File: config.mk
export PLATFORM = sky130hd
export DESIGN_NAME = program_counter
export DESIGN_NICKNAME = d
export VERILOG_FILES = /design/src/rtl/program_counter.sv
export SDC_FILE = /design/constraint.sdc
export NUM_CORES = 1
export LEC_CHECK = 0
export CORE_MARGIN = 2
export CORE_UTILIZATION = 29
export CTS_CLUSTER_SIZE = 12
export DETAILED_ROUTE_END_ITERATION = 8
export GPL_TIMING_DRIVEN = 0
export HOLD_SLACK_MARGIN = 0.06
export MAX_ROUTING_LAYER = met4
export PLACE_DENSITY = 0.82
export SLEW_MARGIN = 0
export SYNTH_ARGS = -nofsm -noshare
export SYNTH_HDL_FRONTEND = slang
export SYNTH_SLANG_ARGS = --single-unit
export TNS_END_PERCENT = 30
File: constraint.sdc
create_clock -name clk -period 0.8 [get_ports clk]
set_input_delay 0.08 -clock clk [delete_from_list [all_inputs] [get_ports clk]]
set_output_delay 0.08 -clock clk [all_outputs]
set_load 0.01 [all_outputs]
File: src/rtl/program_counter.sv
// program_counter: architectural PC register loaded on the falling clock edge; define PC_ALIGN_CHECK_EN for word alignment and the pc_misaligned flag
module program_counter #(
  parameter int WIDTH = 32,
  parameter logic [31:0] RESET_VALUE = 32'h0000_0000
) (
  input  logic clk,
  input  logic reset,
  input  logic [WIDTH-1:0] pc_in,
`ifdef PC_ALIGN_CHECK_EN
  output logic pc_misaligned,
`endif
  output logic [WIDTH-1:0] pc_out
);
  localparam logic [WIDTH-1:0] RST_PC = WIDTH'(RESET_VALUE);
  logic [WIDTH-1:0] pc_q = RST_PC;
  assign pc_out = pc_q;
`ifdef PC_ALIGN_CHECK_EN
  logic mis_q = 1'b0;
  assign pc_misaligned = mis_q;
  // falling-edge load forcing word alignment, flagging dropped low bits
  always_ff @(negedge clk) begin
    pc_q <= reset ? RST_PC : {pc_in[WIDTH-1:2], 2'b00};
    mis_q <= !reset && (pc_in[1:0] != 2'b00);
  end
`else
  // falling-edge load so the PC is stable through the following high phase
  always_ff @(negedge clk) begin
    pc_q <= reset ? RST_PC : pc_in;
  end
`endif
endmodule

### Word level (Yosys, flattened, before mapping)

Index checks and enable logic that the tools add are counted.

* input port bits: 34
* logic and storage cells: 1
* output and inout bits: 32
* bits in registers: 32

### Logic depth before layout (Yosys ltp)

Gate-level depths: netlist of run 1.

* depth in word-level cells: 0
* mapped depth: 2
* depth with buffers taken out: 1

==> results of run 1 <==
[cells by family (layout without fill, tap and decap cells)]
group,after synthesis,after routing,synth area share [%]
buf+inv,4,108,3.03
flops,32,32,73.9
simple gates,32,32,23.1
[cells in the final DEF (no fill, tap or decap), drive strengths merged]
master         count
buf               35
inv               33
nor2b             32
clkdlybuf4s50     32
dfxtp             32
clkbuf             5
clkinvlp           2
dlygate4sd2        1
[metrics by stage]
stage	hold WS (ps)	TNS, ps	setup WS (ps)	power [mW]
2_1_floorplan	544	-249	-10.8	2.12
3_3_place_gp	1030	-34900	-613	2.44
3_5_place_dp	1030	-35620	-649	2.46
4_1_cts	491	-15880	-526	3.68
5_1_grt	492	-16920	-565	3.95
6_report	498	-15150	-498	3.62
[layer usage]
metal / up-vias / share of wire [%] / track usage, %
li1: 406 / - / -
met5: - / 0 / -
met4: 0 / 1.7 / 11.0
met2: 32 / 59 / 26.0
met3: 5 / 7.6 / 9.67
met1: 358 / 32 / 9.60
[layout make-up]
| cell class | instances | area (sq um) |
|---|---|---|
| sequential | 32 | 659 |
| timing repair buffer | 65 | 583 |
| buffer | 3 | 22.5 |
| fill | 251 | 1130 |
| clock buffer | 5 | 37.5 |
| tap | 31 | 38.8 |
| clock inverter | 35 | 136 |
| multi-input combinational | 32 | 200 |
[worst paths after layout]
check / startpoint / end / slack, ps
max: pc_out[26]$_SDFF_NP0_ / pc_out[26] / -500
min: reset / pc_out[11]$_SDFF_NP0_ / 500
[what timing repair did]
action / 4_1_cts / 5_1_grt
hold buffers: 0 / 0
endpoints found under the hold margin: 0 / 0
gates resized for setup: 142 / 8
setup endpoints to repair: 64 / 32
[power groups by stage]
stage	logic (mW)	registers [mW]	clock network, mW
global route	0.451	1.73	1.77
detailed placement	0.462	1.74	0.252
finish	0.421	1.73	1.47
global placement	0.453	1.74	0.252
CTS	0.417	1.72	1.54
floorplan	0.0766	1.79	0.252
==> reports/qor.yml, run 1 <==
power:
  power.switching_fraction_pct: 30.4
  clock_power_share_pct: 40.6
  p_per_area_mw_per_mm2: 2160
  worst_ir_drop_vdd_mv: 1.10
  internal_power_mw: 2.52
  combPwrFrac_pct: 11.6
  leakagePower_nw: 0.856
  p_seq_share_pct: 47.7
  p_switching_mw: 1.10
route:
  wl_per_cell_um: 11.1
  route.antenna.remaining_nets: 0
  route.detailed.vias_per_inst: 3.95
  drt_first_iter_violations: 24
  post-route-drc-count: 4
  firstDrtPassIters: 5
  routed-via-count: 801
  drt_wl_total_um: 2260
clocking:
  cts-buffers-inserted: 5
  cts_tree: "yes"
  clock-sinks: 32
  cts-root-to-sink-buffers: 2
  clk_transition_reported_paths_ps: 40
  clockRootBuffer: "clkbuf_4"
  htreeDepth: 2
  post-cts-setup-buffer-count: 0
global_routing:
  global_route.overflow_total: 0
  grt_use_total_pct: 14.7
  initial_antenna_violation_count: 0
  number_of_global_route_vias_before_repair: 871
  grt_start_max_net_pins: 11
  grt_pass1_wl_um: 3390
layout:
  utilization_pct: 59.8
  fin_area_sq_mm: 0.00168
  nNetsFinal: 205
  stdcell_count: 203
  antenna_cells_inserted: 0
  largest_reg_flops: 32
  ratio_of_cells_with_drive_above_1_in_the_final_layout_pct: 33.7
  synthToLayoutAreaGrowth_pct: 93.5
worst_setup_path:
  cp_max_fo: 1
  cp-end-kind: "primary output"
  cp_delay_by_family_top: "flip-flops"
  crit_type: "reg -> out"
  crit_cells: 1
  timing.critical_path.slowest_stage_cell: "dfxtp_2"
  timing.critical_path.slowest_cell_delay_ps: 320
  critPathLaunchType: "flip-flop"
  required_ps: 720
  worstPathBufferInverterCount: 1
  critical_path.cell_chain: "buf_6"
  crit_arrival_ps: 1220
place:
  dpl_cell_area_sq_mm: 0.00157
  dp_hpwl_um: 1640
  place.gp.congestion: 0.775
  place.detailed.instances: 164
  port_buffers: 65
synth:
  post-synth-top-area-cell: "dfxtp_1"
  netlist_top_cells_count: "32 x dfxtp_1, 32 x nor2b_1, 3 x buf_4"
  avgSynthCellArea_sq_um: 12.8
  most_area_consuming_cells_after_synthesis: "dfxtp_1 74%, nor2b_1 23%, buf_4 2.6%"
  fraction_of_the_yosys_area_taken_by_sequential_cells_pct: 73.9
  synth_cell_types: 4
  synth_enable_flop_cells: 0
  synth_fp_nets: 102
  synth-warning-count: 0
  yosys_register_bits: 32
  syn-cell-area_sq_um: 867
  post_synth_top_flop: "dfxtp_1"
  synth.top_cell.area_share_pct: 73.9
  async_flop_share_pct: 0
  synthesis.instances: 68
floorplanning:
  core_sq_mm: 0.00281
  floorplan.rows: 19
  effective_utilization_at_floorplan_pct: 30.9
  ios: 66
  dieHeight_um: 58.7
  dieArea_sq_mm: 0.00344
  fp.dieW_um: 58.7
sta:
  slew_viol_final: 0
  report.final.hold_viol_count: 0
  relSlewSlack_pct: 88.0
  least_margin_pin_slew_ps: 179
  worst_slack_ps: -498
  report.final.setup_viol: 32
  unrepaired_setup_endpoints_after_global_routing: "true"
min_path:
  hold_removal_path_class: "in -> reg"
  min_path_cells: 2
status:
  run_status: "finished, violations left"
  violations: "design-rule violations, negative setup slack"
flow_run:
  max-cap-violations: 0
(Power assumes the default switching activity.)
==> inputs of run 2 (changes only) <==
Settings changed: CORE_MARGIN 2 to 3, GPL_ROUTABILITY_DRIVEN set to 0.
==> reports/qor.yml, run 2 (synthesized netlist as in run 1, its figures left out) <==
global_routing:
  globalRouteMet2Util_pct: 25.2  # -0.81 points
  use_met1_pct: 8.37  # -1.2 points
  grt_pass1_wl_um: 3280  # -3.4%
  global_route.overflow_total: 0  # unchanged
  met3_capacity_usage_during_global_routing_pct: 6.38  # -3.3 points
  grt_busiest_layer: "met2"
  number_of_global_route_vias_before_repair: 807  # -7.3%
  initial_antenna_violation_count: 0  # unchanged
  grt_start_max_net_pins: 11  # unchanged
  grt_use_total_pct: 13.6  # -1.0 points
layout:
  fin_area_sq_mm: 0.00170  # +1.3%
  ratio_of_cells_with_drive_above_1_in_the_final_layout_pct: 34.9  # +1.2 points
  filler_cell_count: 253  # +0.80%
  final-seq-area_sq_um: 663  # +0.57%
  antenna_cells_inserted: 0  # unchanged
  layout_commonest_cell: "inv_1"
  most-common-layout-cells: "34 x inv_1, 32 x clkdlybuf4s50_1, 31 x nor2b_1, 18 x buf_6, 18 x dfxtp_2"
  nNetsFinal: 205  # unchanged
  stdcell_count: 203  # unchanged
  multi_input_comb_area_sq_um: 203  # +1.2%
  utilization_pct: 60.6  # +0.76 points
  largest_reg_flops: 32  # unchanged
  synthToLayoutAreaGrowth_pct: 96.0
sta:
  least_margin_pin_slew_ps: 174  # -5.49 ps
  report.final.setup_viol: 32  # unchanged
  report.final.hold_viol_count: 0  # unchanged
  unrepaired_setup_endpoints_after_global_routing: "true"
  slew_viol_final: 0  # unchanged
  relSlewSlack_pct: 88.4  # +0.37 points
  worst_slack_ps: -488  # +10.4 ps
  finalSetupTns_ps: -14890  # +266 ps
place:
  place_worst_setup_slack_ps: -631  # +18.5 ps
  port_buffers: 65  # unchanged
  place.detailed.instances: 164  # unchanged
  dpl_cell_area_sq_mm: 0.00157  # unchanged
worst_setup_path:
  crit_type: "reg -> out"
  timing.critical_path.slowest_cell_delay_ps: 300  # -20 ps
  cp-end-kind: "primary output"
  timing.critical_path.slowest_stage_cell: "dfxtp_1"
  critPathLaunchType: "flip-flop"
  cp_max_fo: 1  # unchanged
  worstPathBufferInverterCount: 1  # unchanged
  crit_arrival_ps: 1210  # about the same
  required_ps: 720  # about the same
  cp_delay_by_family_top: "flip-flops"
  critical_path.cell_chain: "buf_2"
power:
  leakagePower_nw: 0.868  # +1.4%
  p_per_area_mw_per_mm2: 2090  # -3.2%
  worst_ir_drop_vdd_mv: 1.06  # -3.2%
floorplanning:
  dieHeight_um: 60.7  # +3.4%
  core_sq_mm: 0.00281  # unchanged
  fp.dieW_um: 60.7  # +3.4%
  effective_utilization_at_floorplan_pct: 30.9  # unchanged
  ios: 66  # unchanged
  dieArea_sq_mm: 0.00368  # +6.9%
  floorplan.rows: 19  # unchanged
min_path:
  hold_path_startpoint: "reset"
  hold_path_end: "pc_out[11]$_SDFF_NP0_"
  min_path_cells: 2  # unchanged
  hold_removal_path_class: "in -> reg"
clocking:
  htreeDepth: 2  # unchanged
  clk_transition_reported_paths_ps: 40  # about the same
  cts-root-to-sink-buffers: 2  # unchanged
  cts_tree: "yes"
  clock-sinks: 32  # unchanged
  clockRootBuffer: "clkbuf_4"
  cts-buffers-inserted: 5  # unchanged
route:
  wl_per_cell_um: 11.0  # -0.62%
  routed-via-count: 792  # -1.1%
  drt_first_iter_violations: 10  # -58%
  post-route-drc-count: 0  # -4
  route.antenna.remaining_nets: 0  # unchanged
  drt_wl_total_um: 2240  # -0.62%
  firstDrtPassIters: 4  # -1
  route.detailed.vias_per_inst: 3.90  # -1.1%
status:
  run_status: "finished, violations left"
  violations: "negative setup slack"
flow_run:
  max-cap-violations: 0  # unchanged
==> run 2: metrics by stage <==
stage,hold WS (ps),power (mW)
2_1_floorplan,544,2.12
3_3_place_gp,1040,2.45
3_5_place_dp,1030,2.46
4_1_cts,479,3.61
5_1_grt,475,3.86
6_report,499,3.54
==> run 2: timing repair <==
action	CTS	global route
endpoints found under the setup margin	64	33
gates cloned	0	0
pin swaps	0	0
setup buffers	0	0
hold buffers	0	0
gates resized for setup	146	11
hold endpoints to repair	0	0
==> run 2: worst max path at each step <==
stage                                startpoint                     to  depth (start not counted)
after detailed placement                  reset  pc_out[23]$_SDFF_NP0_                          3
after global placement                    reset  pc_out[16]$_SDFF_NP0_                          3
after global routing      pc_out[29]$_SDFF_NP0_             pc_out[29]                          1
after CTS                 pc_out[29]$_SDFF_NP0_             pc_out[29]                          1
after floorplan           pc_out[18]$_SDFF_NP0_             pc_out[18]                          0
final                     pc_out[26]$_SDFF_NP0_             pc_out[26]                          1
==> run 2: power breakdown <==
| group | switching (mW) | internal, mW |
|---|---|---|
| sequential | 0.0291 | 1.70 |
| combinational | 0.135 | 0.295 |
| clock | 0.864 | 0.521 |
==> run 2: area by class of cell <==
class	count	share of cell area [%]
Clock buffer	5	2.21
Clock inverter	35	7.81
Sequential cell	32	39.0
Tap cell	31	2.28
Buffer	3	1.33
Multi-Input combinational cell	32	11.9
Timing Repair Buffer	65	35.4
==> run 2: metal layers <==
metal	wire length [um]	share of wire, %	vias up
li1	-	-	407
met1	650	29	351
met2	1410	63	30
met3	146	6.5	4
met4	38	1.7	0
met5	0	0	-
==> inputs of run 3 (changes only) <==
Settings changed: CTS_CLUSTER_SIZE 12 to 14.
==> results of run 3 <==
Final layout, timing and power as in run 2 (identical DEF).
